--- src/rtl/cpu_pkg.sv ---
// -----------------------------------------------------------------------------
// cpu_pkg
// Shared definitions for the 16-bit lab CPU: instruction field positions,
// legal opcodes, the sequencer state encoding and an instruction classifier.
// No ports (package).
// -----------------------------------------------------------------------------
package cpu_pkg;

    localparam int INSTR_W   = 16;

    // Instruction field positions
    localparam int TYPE_BIT  = 15;
    localparam int OPC_MSB   = 14;
    localparam int OPC_LSB   = 6;
    localparam int ADDR1_MSB = 5;
    localparam int ADDR1_LSB = 3;
    localparam int ADDR2_MSB = 2;
    localparam int ADDR2_LSB = 0;

    // Legal 9-bit opcodes (only valid with the type bit clear)
    localparam logic [8:0] OP_NOP  = 9'b000000000;
    localparam logic [8:0] OP_ADD  = 9'b000000001;
    localparam logic [8:0] OP_SHOW = 9'b000010010;

    typedef enum logic [2:0] {
        ST_IDLE   = 3'd0,
        ST_FETCH  = 3'd1,
        ST_DECODE = 3'd2,
        ST_WB     = 3'd3,
        ST_SHOW   = 3'd4,
        ST_FAULT  = 3'd5
    } state_t;

    typedef enum logic [1:0] {
        KIND_NOP     = 2'd0,
        KIND_ADD     = 2'd1,
        KIND_SHOW    = 2'd2,
        KIND_ILLEGAL = 2'd3
    } instr_kind_t;

    // Classify an instruction word; every type-bit-set encoding is illegal.
    function automatic instr_kind_t instr_kind(input logic [INSTR_W-1:0] instr);
        instr_kind_t kind;
        if (instr[TYPE_BIT]) begin
            kind = KIND_ILLEGAL;
        end else begin
            case (instr[OPC_MSB:OPC_LSB])
                OP_NOP:  kind = KIND_NOP;
                OP_ADD:  kind = KIND_ADD;
                OP_SHOW: kind = KIND_SHOW;
                default: kind = KIND_ILLEGAL;
            endcase
        end
        return kind;
    endfunction

endpackage

--- src/rtl/instr_sequencer.sv ---
// -----------------------------------------------------------------------------
// instr_sequencer
// Multi-cycle control FSM of the lab CPU. Fetches instructions over a req/ack
// port, holds the current instruction for the external decoder, and converts
// the decoder's write/show indications into a one-cycle register-file write
// strobe and a display valid/ready handshake. Illegal encodings park the FSM
// in a sticky FAULT state that only rst_n leaves.
//
// Ports:
//   clk, rst_n           clock, asynchronous active-low reset
//   run, step            continuous-run level, single-step pulse (IDLE only)
//   imem_req/addr/ack/data  instruction fetch port (addr = PC)
//   instr_q              latched instruction, feeds the decoder
//   dec_write, dec_show  decoder indications
//   rf_we                register-file write strobe
//   disp_valid/ready     display handshake
//   busy, fault          status (busy outside IDLE/FAULT; fault sticky)
//   retired              retired-instruction counter (wraps)
// All outputs come straight from flops.
// -----------------------------------------------------------------------------
module instr_sequencer
    import cpu_pkg::*;
#(
    parameter int              PC_W     = 8,
    parameter logic [PC_W-1:0] RESET_PC = {PC_W{1'b0}},
    parameter int              CNT_W    = 16
) (
    input  logic               clk,
    input  logic               rst_n,
    input  logic               run,
    input  logic               step,
    output logic               imem_req,
    output logic [PC_W-1:0]    imem_addr,
    input  logic               imem_ack,
    input  logic [INSTR_W-1:0] imem_data,
    output logic [INSTR_W-1:0] instr_q,
    input  logic               dec_write,
    input  logic               dec_show,
    output logic               rf_we,
    output logic               disp_valid,
    input  logic               disp_ready,
    output logic               busy,
    output logic               fault,
    output logic [CNT_W-1:0]   retired
);

    state_t             state_r,       state_nxt_s;
    logic [PC_W-1:0]    pc_r,          pc_nxt_s;
    logic [INSTR_W-1:0] instr_r,       instr_nxt_s;
    logic [CNT_W-1:0]   retired_r,     retired_nxt_s;
    logic               step_mode_r,   step_mode_nxt_s;
    logic               imem_req_r,    imem_req_nxt_s;
    logic               rf_we_r,       rf_we_nxt_s;
    logic               disp_valid_r,  disp_valid_nxt_s;
    logic               busy_r,        busy_nxt_s;
    logic               fault_r,       fault_nxt_s;
    logic               retire_s;
    instr_kind_t        kind_s;

    // Legality is judged on the latched word itself; dec_show carries the same
    // information and the address fields are the decoder's business, so they
    // are only collected here to document that they are intentionally unused.
    logic unused_s;
    assign unused_s = dec_show
                    ^ (^instr_r[ADDR1_MSB:ADDR1_LSB])
                    ^ (^instr_r[ADDR2_MSB:ADDR2_LSB]);

    assign kind_s = instr_kind(instr_r);

    // Next-state logic, datapath next values and next values of the output flops
    always_comb begin
        state_nxt_s     = state_r;
        pc_nxt_s        = pc_r;
        instr_nxt_s     = instr_r;
        retired_nxt_s   = retired_r;
        step_mode_nxt_s = step_mode_r;
        rf_we_nxt_s     = 1'b0;
        retire_s        = 1'b0;

        case (state_r)
            ST_IDLE: begin
                // run wins over step when both are present
                if (run) begin
                    state_nxt_s     = ST_FETCH;
                    step_mode_nxt_s = 1'b0;
                end else if (step) begin
                    state_nxt_s     = ST_FETCH;
                    step_mode_nxt_s = 1'b1;
                end else begin
                    state_nxt_s     = ST_IDLE;
                end
            end
            ST_FETCH: begin
                if (imem_ack) begin
                    instr_nxt_s = imem_data;
                    state_nxt_s = ST_DECODE;
                end else begin
                    state_nxt_s = ST_FETCH;
                end
            end
            ST_DECODE: begin
                case (kind_s)
                    KIND_NOP: begin
                        retire_s = 1'b1;
                    end
                    KIND_ADD: begin
                        // Strobe is registered so it is high exactly during WB
                        state_nxt_s = ST_WB;
                        rf_we_nxt_s = dec_write;
                    end
                    KIND_SHOW: begin
                        state_nxt_s = ST_SHOW;
                    end
                    default: begin
                        state_nxt_s = ST_FAULT;
                    end
                endcase
            end
            ST_WB: begin
                retire_s = 1'b1;
            end
            ST_SHOW: begin
                if (disp_ready) begin
                    retire_s = 1'b1;
                end else begin
                    state_nxt_s = ST_SHOW;
                end
            end
            ST_FAULT: begin
                state_nxt_s = ST_FAULT;
            end
            default: begin
                state_nxt_s = ST_IDLE;
            end
        endcase

        if (retire_s) begin
            pc_nxt_s      = pc_r + {{(PC_W-1){1'b0}}, 1'b1};
            retired_nxt_s = retired_r + {{(CNT_W-1){1'b0}}, 1'b1};
            state_nxt_s   = (run && !step_mode_r) ? ST_FETCH : ST_IDLE;
        end else begin
            pc_nxt_s      = pc_r;
            retired_nxt_s = retired_r;
        end

        // Outputs are decoded from the next state and registered, so every
        // output is a flop with no path from any input.
        imem_req_nxt_s   = (state_nxt_s == ST_FETCH);
        disp_valid_nxt_s = (state_nxt_s == ST_SHOW);
        fault_nxt_s      = (state_nxt_s == ST_FAULT);
        busy_nxt_s       = (state_nxt_s != ST_IDLE) && (state_nxt_s != ST_FAULT);
    end

    // State, datapath and output registers
    always_ff @(posedge clk or negedge rst_n) begin
        if (!rst_n) begin
            state_r      <= ST_IDLE;
            pc_r         <= RESET_PC;
            instr_r      <= 16'h0000;
            retired_r    <= {CNT_W{1'b0}};
            step_mode_r  <= 1'b0;
            imem_req_r   <= 1'b0;
            rf_we_r      <= 1'b0;
            disp_valid_r <= 1'b0;
            busy_r       <= 1'b0;
            fault_r      <= 1'b0;
        end else begin
            state_r      <= state_nxt_s;
            pc_r         <= pc_nxt_s;
            instr_r      <= instr_nxt_s;
            retired_r    <= retired_nxt_s;
            step_mode_r  <= step_mode_nxt_s;
            imem_req_r   <= imem_req_nxt_s;
            rf_we_r      <= rf_we_nxt_s;
            disp_valid_r <= disp_valid_nxt_s;
            busy_r       <= busy_nxt_s;
            fault_r      <= fault_nxt_s;
        end
    end

    assign imem_req   = imem_req_r;
    assign imem_addr  = pc_r;
    assign instr_q    = instr_r;
    assign rf_we      = rf_we_r;
    assign disp_valid = disp_valid_r;
    assign busy       = busy_r;
    assign fault      = fault_r;
    assign retired    = retired_r;

endmodule
--- config.mk ---
export PLATFORM = sky130hd
export DESIGN_NAME = instr_sequencer
export DESIGN_NICKNAME = d
export VERILOG_FILES = /design/src/rtl/cpu_pkg.sv /design/src/rtl/instr_sequencer.sv
export SDC_FILE = /design/constraint.sdc
export NUM_CORES = 1
export LEC_CHECK = 0
export BUFFER_PORTS_ARGS = -buffer_cell sky130_fd_sc_hd__buf_4
export CAP_MARGIN = 10
export CORE_MARGIN = 3
export CORE_UTILIZATION = 50
export CTS_CLUSTER_DIAMETER = 100
export CTS_CLUSTER_SIZE = 16
export DETAILED_ROUTE_END_ITERATION = 7
export MAX_ROUTING_LAYER = met4
export PLACE_DENSITY = 0.79
export SETUP_SLACK_MARGIN = 0.3
export SYNTH_ARGS = -nofsm -noshare
export SYNTH_HDL_FRONTEND = slang
export SYNTH_SLANG_ARGS = --single-unit
--- constraint.sdc ---
create_clock -name clk -period 2.2 [get_ports clk]
set_input_delay 0.33 -clock clk [delete_from_list [all_inputs] [get_ports clk]]
set_output_delay 0.33 -clock clk [all_outputs]
set_load 0.1 [all_outputs]
==> run metrics, run 1 <==
vias in the first global route 1,686; sequential fraction of the synthesis area 0.5655; Die Wd 71.86 um; n_diodes 0; max-capacitance violation count 0; synthesized instance count 179; met3 routed WL 283 um; Final Core Density 0.7419; wire length on met1 1957 um; Mapped Avg Cell Area 12.11 um^2; CP Capture Type flip-flop; clk sinks 49; gr usage total 0.1907; syn_nets 205; RSZ-0062 raised after global routing yes; first-pass GRT wire length 7583 um; Post-synth EDFFs 0; iteration-0 DRC count of the detailed router 84; Final period util 0.8710; post-placement cell count 294; Yosys reg bits 49; worst hold path type in -> async; top cells by area, synth dfrtp_1 57%, mux2_2 8.3%, xor2_1 5.7%, xnor2_1 3.6%, nand2_1 2.9%; Hold Slack 0.02202 ns; critical path, cell by cell nor4_4 > nand4_1 > buf_4 > and2_2 > nor3_1 > xor2_1; drt pass-1 iters 4; final setup TNS 0 ns; # hold bufs at CTS 0; Crit path largest cell delay 0.50 ns; clock slew at reported path FFs 0.09 ns; ys async rst share 1.000; dpl hpwl 3293 um; final hold vios 0; Slew headroom 0.5974; Req. time, crit path 2.43 ns; Port-buffer cells 67; CP startpoint kind flip-flop; count of pins over their slew limit 0; share of layout cells above drive strength 1 0.5568; Detail Route met2 WL 2422 um; post-layout min period 1.916 ns; gpl congestion 0.7509; Area Growth Syn to Fin 39.82%; R2R cell count 6; R2R Path Start instr_q[11]; Worst R2R End retired[6]; top_reg_cell synth dfrtp_1; YS warnings 0; Site Rows 23; TritonCTS clock tree built; CP max-delay cell dfrtp_4; Die ar. 5163 um^2; Worst Tran Pin Value 0.6039 ns; via count 1,653; Die Height 71.86 um; Yosys top cell by area dfrtp_1; grt ovf 0; I/O pin count 69; initial antenna violation count 0; CTS Buf Count 5; Cell Area, Synth 2168 um^2; Clock Latency Late Sink 0.30 ns; CTS max path bufs 2; Total Nets Final 289; vias per std cell 5.264; htree depth 2; Setup Skew 0.009177 ns; critical path class reg -> reg; DR top layer met4; post-synth top area share 0.5655; pin count of the biggest net entering global routing 50; Setup-failing EPs final 0; crit-path max FO 5; f_max 0.5218 GHz; # DRC 0; Antenna Violating Nets Remaining 0; wirelength, routed 4711 um; non-filler instance count after layout 314; library cells used by synthesis 38; WL/cell 15.00 um; clock tree root buffer cell clkbuf_8; WP data arrival 2.15 ns; run status completed; R2R Setup Slk 0.28 ns; Placeable Area 4086 um^2; starting density of the core 0.5306
==> worst max-delay path by stage <==
stage,from,slack [ns],to,cells past startpoint
floorplan,instr_q[15],0.21,imem_addr[7],6
global placement,instr_q[15],0.17,retired[13],6
detailed placement,instr_q[15],0.15,retired[12],6
CTS,instr_q[15],0.32,retired[12],6
global route,instr_q[11],0.16,retired[13],6
finish,instr_q[11],0.28,retired[6],6
==> sequential cells by signal (all words and copies together), names as in the netlist <==
| register | count |
|---|---|
| busy | 1 |
| disp_valid | 1 |
| fault | 1 |
| imem_addr | 8 |
| imem_req | 1 |
| instr_q | 16 |
| retired | 16 |
| rf_we | 1 |
| state_r | 3 |
| step_mode_r | 1 |
==> Yosys cell counts (2+ instances only) <==
master    instances
and3_1            3
xor2_1           14
nor3_1            7
nor2b_1           3
inv_1             2
xnor2_1           9
nand2_1          17
nor4_1            4
ha_1              2
and4bb_2          2
nand4_1           6
mux2_2           16
o21ai_0           3
dfrtp_1          49
nor2_1            7
a21oi_1           4
and2_1            2
nand2b_1          2
nand3_1           6
buf_6             3
==> cells by family (layout without fill, tap and decap cells) <==
group	after synthesis	after routing	share of synthesized area
and+or+nand+nor	67	68	0.1812
buffers and inverters	8	92	0.02481
AOI/OAI and AO/OA	14	14	0.04098
DFF	49	49	0.5655
xor gates and xnor gates	23	23	0.09291
adders and majority gates	2	2	0.01154
muxes	16	16	0.08309
==> final cells by class <==
type                    instances  area [um^2]
flip-flops and latches         49         1266
fillers                       309         1055
multi-input cells             123        985.9
repair buffers                 82        623.1
clock buffers                   5        68.82
well taps                      50        62.56
clock inverters                 3        17.52
inverters                       2        7.507
==> per-layer routing <==
layer | up-vias | track usage
met5 | - | -
li1 | 796 | -
met2 | 51 | 0.3143
met4 | 0 | 0.05637
met3 | 5 | 0.03927
met1 | 801 | 0.2378
==> worst max-delay path, delay by kind of cell, from the launching register on <==
family / cells / cell delay (ns)
XOR/XNOR: 1 / 0.16
buffers and inverters: 1 / 0.19
flip-flops: 1 / 0.50
AND/OR/NAND/NOR: 4 / 1.00
==> per-stage QoR <==
stage | setup WS [ns] | cell area [um^2]
after global routing | 0.1649 | 3032
after detailed placement | 0.1502 | 2838
final | 0.2837 | 3032
after global placement | 0.1688 | 2838
after floorplan | 0.2063 | 2288
after CTS | 0.3163 | 2934
==> placed cells by master (no fill, tap or decap), drive strengths merged <==
| cell | n |
|---|---|
| a21oi | 4 |
| a22oi | 1 |
| a2bb2oi | 1 |
| a31oi | 1 |
| and2 | 3 |
| and3 | 3 |
| and4 | 1 |
| and4bb | 2 |
| buf | 82 |
| clkbuf | 5 |
| clkinv | 2 |
| clkinvlp | 1 |
| dfrtp | 49 |
| ha | 2 |
| inv | 2 |
| mux2 | 16 |
| nand2 | 17 |
| nand2b | 2 |
| nand3 | 6 |
| nand4 | 6 |
| nand4b | 1 |
| nor2 | 7 |
| nor2b | 3 |
| nor3 | 8 |
| nor4 | 5 |
| nor4b | 1 |
| o211ai | 1 |
| o21ai | 3 |
| o22a | 1 |
| o22ai | 1 |
| o2bb2ai | 1 |
| or2 | 1 |
| or3b | 2 |
| xnor2 | 9 |
| xor2 | 14 |
==> repair_timing <==
action | CTS | global route
resized for setup | 2 | 5
gates cloned | 0 | 1
pin swaps | 1 | 7
buffers inserted | 1 | 10
endpoints found under the hold margin | 0 | 0
setup endpoints to repair | 14 | 17
Power of run 1 is not shown: default switching activity piles up to over one toggle a cycle in this logic, so the estimate is an artifact.
==> run 2: changes to the inputs <==
--- a/config.mk
+++ b/config.mk
@@ -12,8 +12,10 @@
 export CTS_CLUSTER_DIAMETER = 100
 export CTS_CLUSTER_SIZE = 16
 export DETAILED_ROUTE_END_ITERATION = 7
+export GPL_ROUTABILITY_DRIVEN = 0
 export MAX_ROUTING_LAYER = met4
 export PLACE_DENSITY = 0.79
+export RECOVER_POWER = 100
 export SETUP_SLACK_MARGIN = 0.3
 export SYNTH_ARGS = -nofsm -noshare
 export SYNTH_HDL_FRONTEND = slang
==> run 2 against run 1 <==
Flip-flop and latch count unchanged. Critical endpoint unchanged. Setup slack lost 0.037 ns. Highest routed layer unchanged. Routed wire length down 1.0%.
==> run metrics, run 2 (synthesis gave the netlist of run 1 again) <==
htree depth 2; Clock Latency Late Sink 0.30 ns; Req. time, crit path 2.43 ns; Fillers 353; CTS Buf Count 5; Setup-failing EPs final 0; drt pass-1 iters 4; iteration-0 DRC count of the detailed router 94; wirelength, routed 4662 um; critical path class reg -> reg; Placeable Area 4086 um^2; initial antenna violation count 0; WL/cell 14.85 um; Final Core Density 0.7015; grt ovf 0; TritonCTS clock tree built; # hold bufs at CTS 0; I/O pin count 69; dpl hpwl 3293 um; CP startpoint kind flip-flop; count of pins over their slew limit 0; Total Nets Final 289; clock slew at reported path FFs 0.09 ns; non-filler instance count after layout 314; post-placement cell count 294; Die Wd 71.86 um; RSZ-0062 raised after global routing yes; starting density of the core 0.5306; clock tree root buffer cell clkbuf_8; run status completed; commonest non-fill, non-tap cell in the layout clkbuf_2; post-layout min period 1.954 ns; pin count of the biggest net entering global routing 50; final setup TNS 0 ns; first-pass GRT wire length 7583 um; f_max 0.5119 GHz; Setup Skew 0.008215 ns; Slew headroom 0.2131; via count 1,645; Port-buffer cells 67; # DRC 0; share of layout cells above drive strength 1 0.4811; clk sinks 49; Worst Tran Pin Value 1.180 ns; most frequent cells in the layout 33 x clkbuf_2, 29 x buf_4, 28 x dfrtp_1; gr usage total 0.1907; crit-path max FO 5; final hold vios 0; worst hold path type in -> reg; Die Height 71.86 um; vias in the first global route 1,686; Antenna Violating Nets Remaining 0; vias per std cell 5.239; WP data arrival 2.18 ns; Site Rows 23; CP Capture Type flip-flop; Area Growth Syn to Fin 32.20%; max-capacitance violation count 0; n_diodes 0; CTS max path bufs 2; Die ar. 5163 um^2; Final period util 0.8880
[run 2: cell types whose count changed in the layout (fill, tap and decap cells not counted), sizes merged]
| cell | change |
|---|---|
| buf | -51 |
| clkbuf | +51 |
[run 2: worst paths after layout]
path	slack, ns	endpoint	startpoint	cells past startpoint
setup / recovery	0.25	retired[6]	instr_q[11]	6
hold / removal	0.20	step_mode_r	run	2
setup reg to reg	0.25	retired[6]	instr_q[11]	6
hold reg to reg	0.47	imem_addr[7]	imem_addr[7]	1
max in group asynchronous	1.08	instr_q[15]	rst_n	1
min in group asynchronous	0.25	busy	rst_n	1
[run 2: area by class of cell]
cell class,instances,area [um^2],area share
clock buffer,5,68.82,0.02401
multi-input combinational,123,964.7,0.3365
sequential,49,1265,0.4413
timing repair buffer,82,480.5,0.1676
inverter,2,7.507,0.002619
clock inverter,3,17.52,0.006111
tap,50,62.56,0.02182
[run 2: what timing repair did]
item                                    in CTS  in global routing
gates cloned                                 0                  1
hold endpoints to repair                     0                  0
endpoints found under the setup margin      14                 17
gates resized for setup                      2                  5
pin swaps                                    1                  7
buffers inserted                             1                 10
[run 2: per-layer routing]
layer  GRT usage  vias to the layer above  wire length, um
met5           -                        -                0
met4     0.05637                        0               48
met3     0.03927                        5              308
met2      0.3143                       47             2389
met1      0.2378                      795             1915
li1            -                      798                -
[run 2: metrics by stage]
| step | setup WS [ns] | area, um^2 | hold WS, ns |
|---|---|---|---|
| 2_1_floorplan | 0.2063 | 2288 | 0.03441 |
| 3_3_place_gp | 0.1688 | 2838 | 0.3858 |
| 3_5_place_dp | 0.1502 | 2838 | 0.3867 |
| 4_1_cts | 0.3163 | 2934 | 0.05764 |
| 5_1_grt | 0.08965 | 2867 | 0.1970 |
| 6_report | 0.2464 | 2867 | 0.1996 |
[run 2: worst max-delay path: stages (launching register included)]
cell and delay, ns:
dfrtp_4 0.50, nor4_4 0.33, nand4_1 0.20, clkbuf_1 0.17, and2_0 0.26, nor3_1 0.27, xor2_1 0.16
Power of run 2 is left out for the same reason.
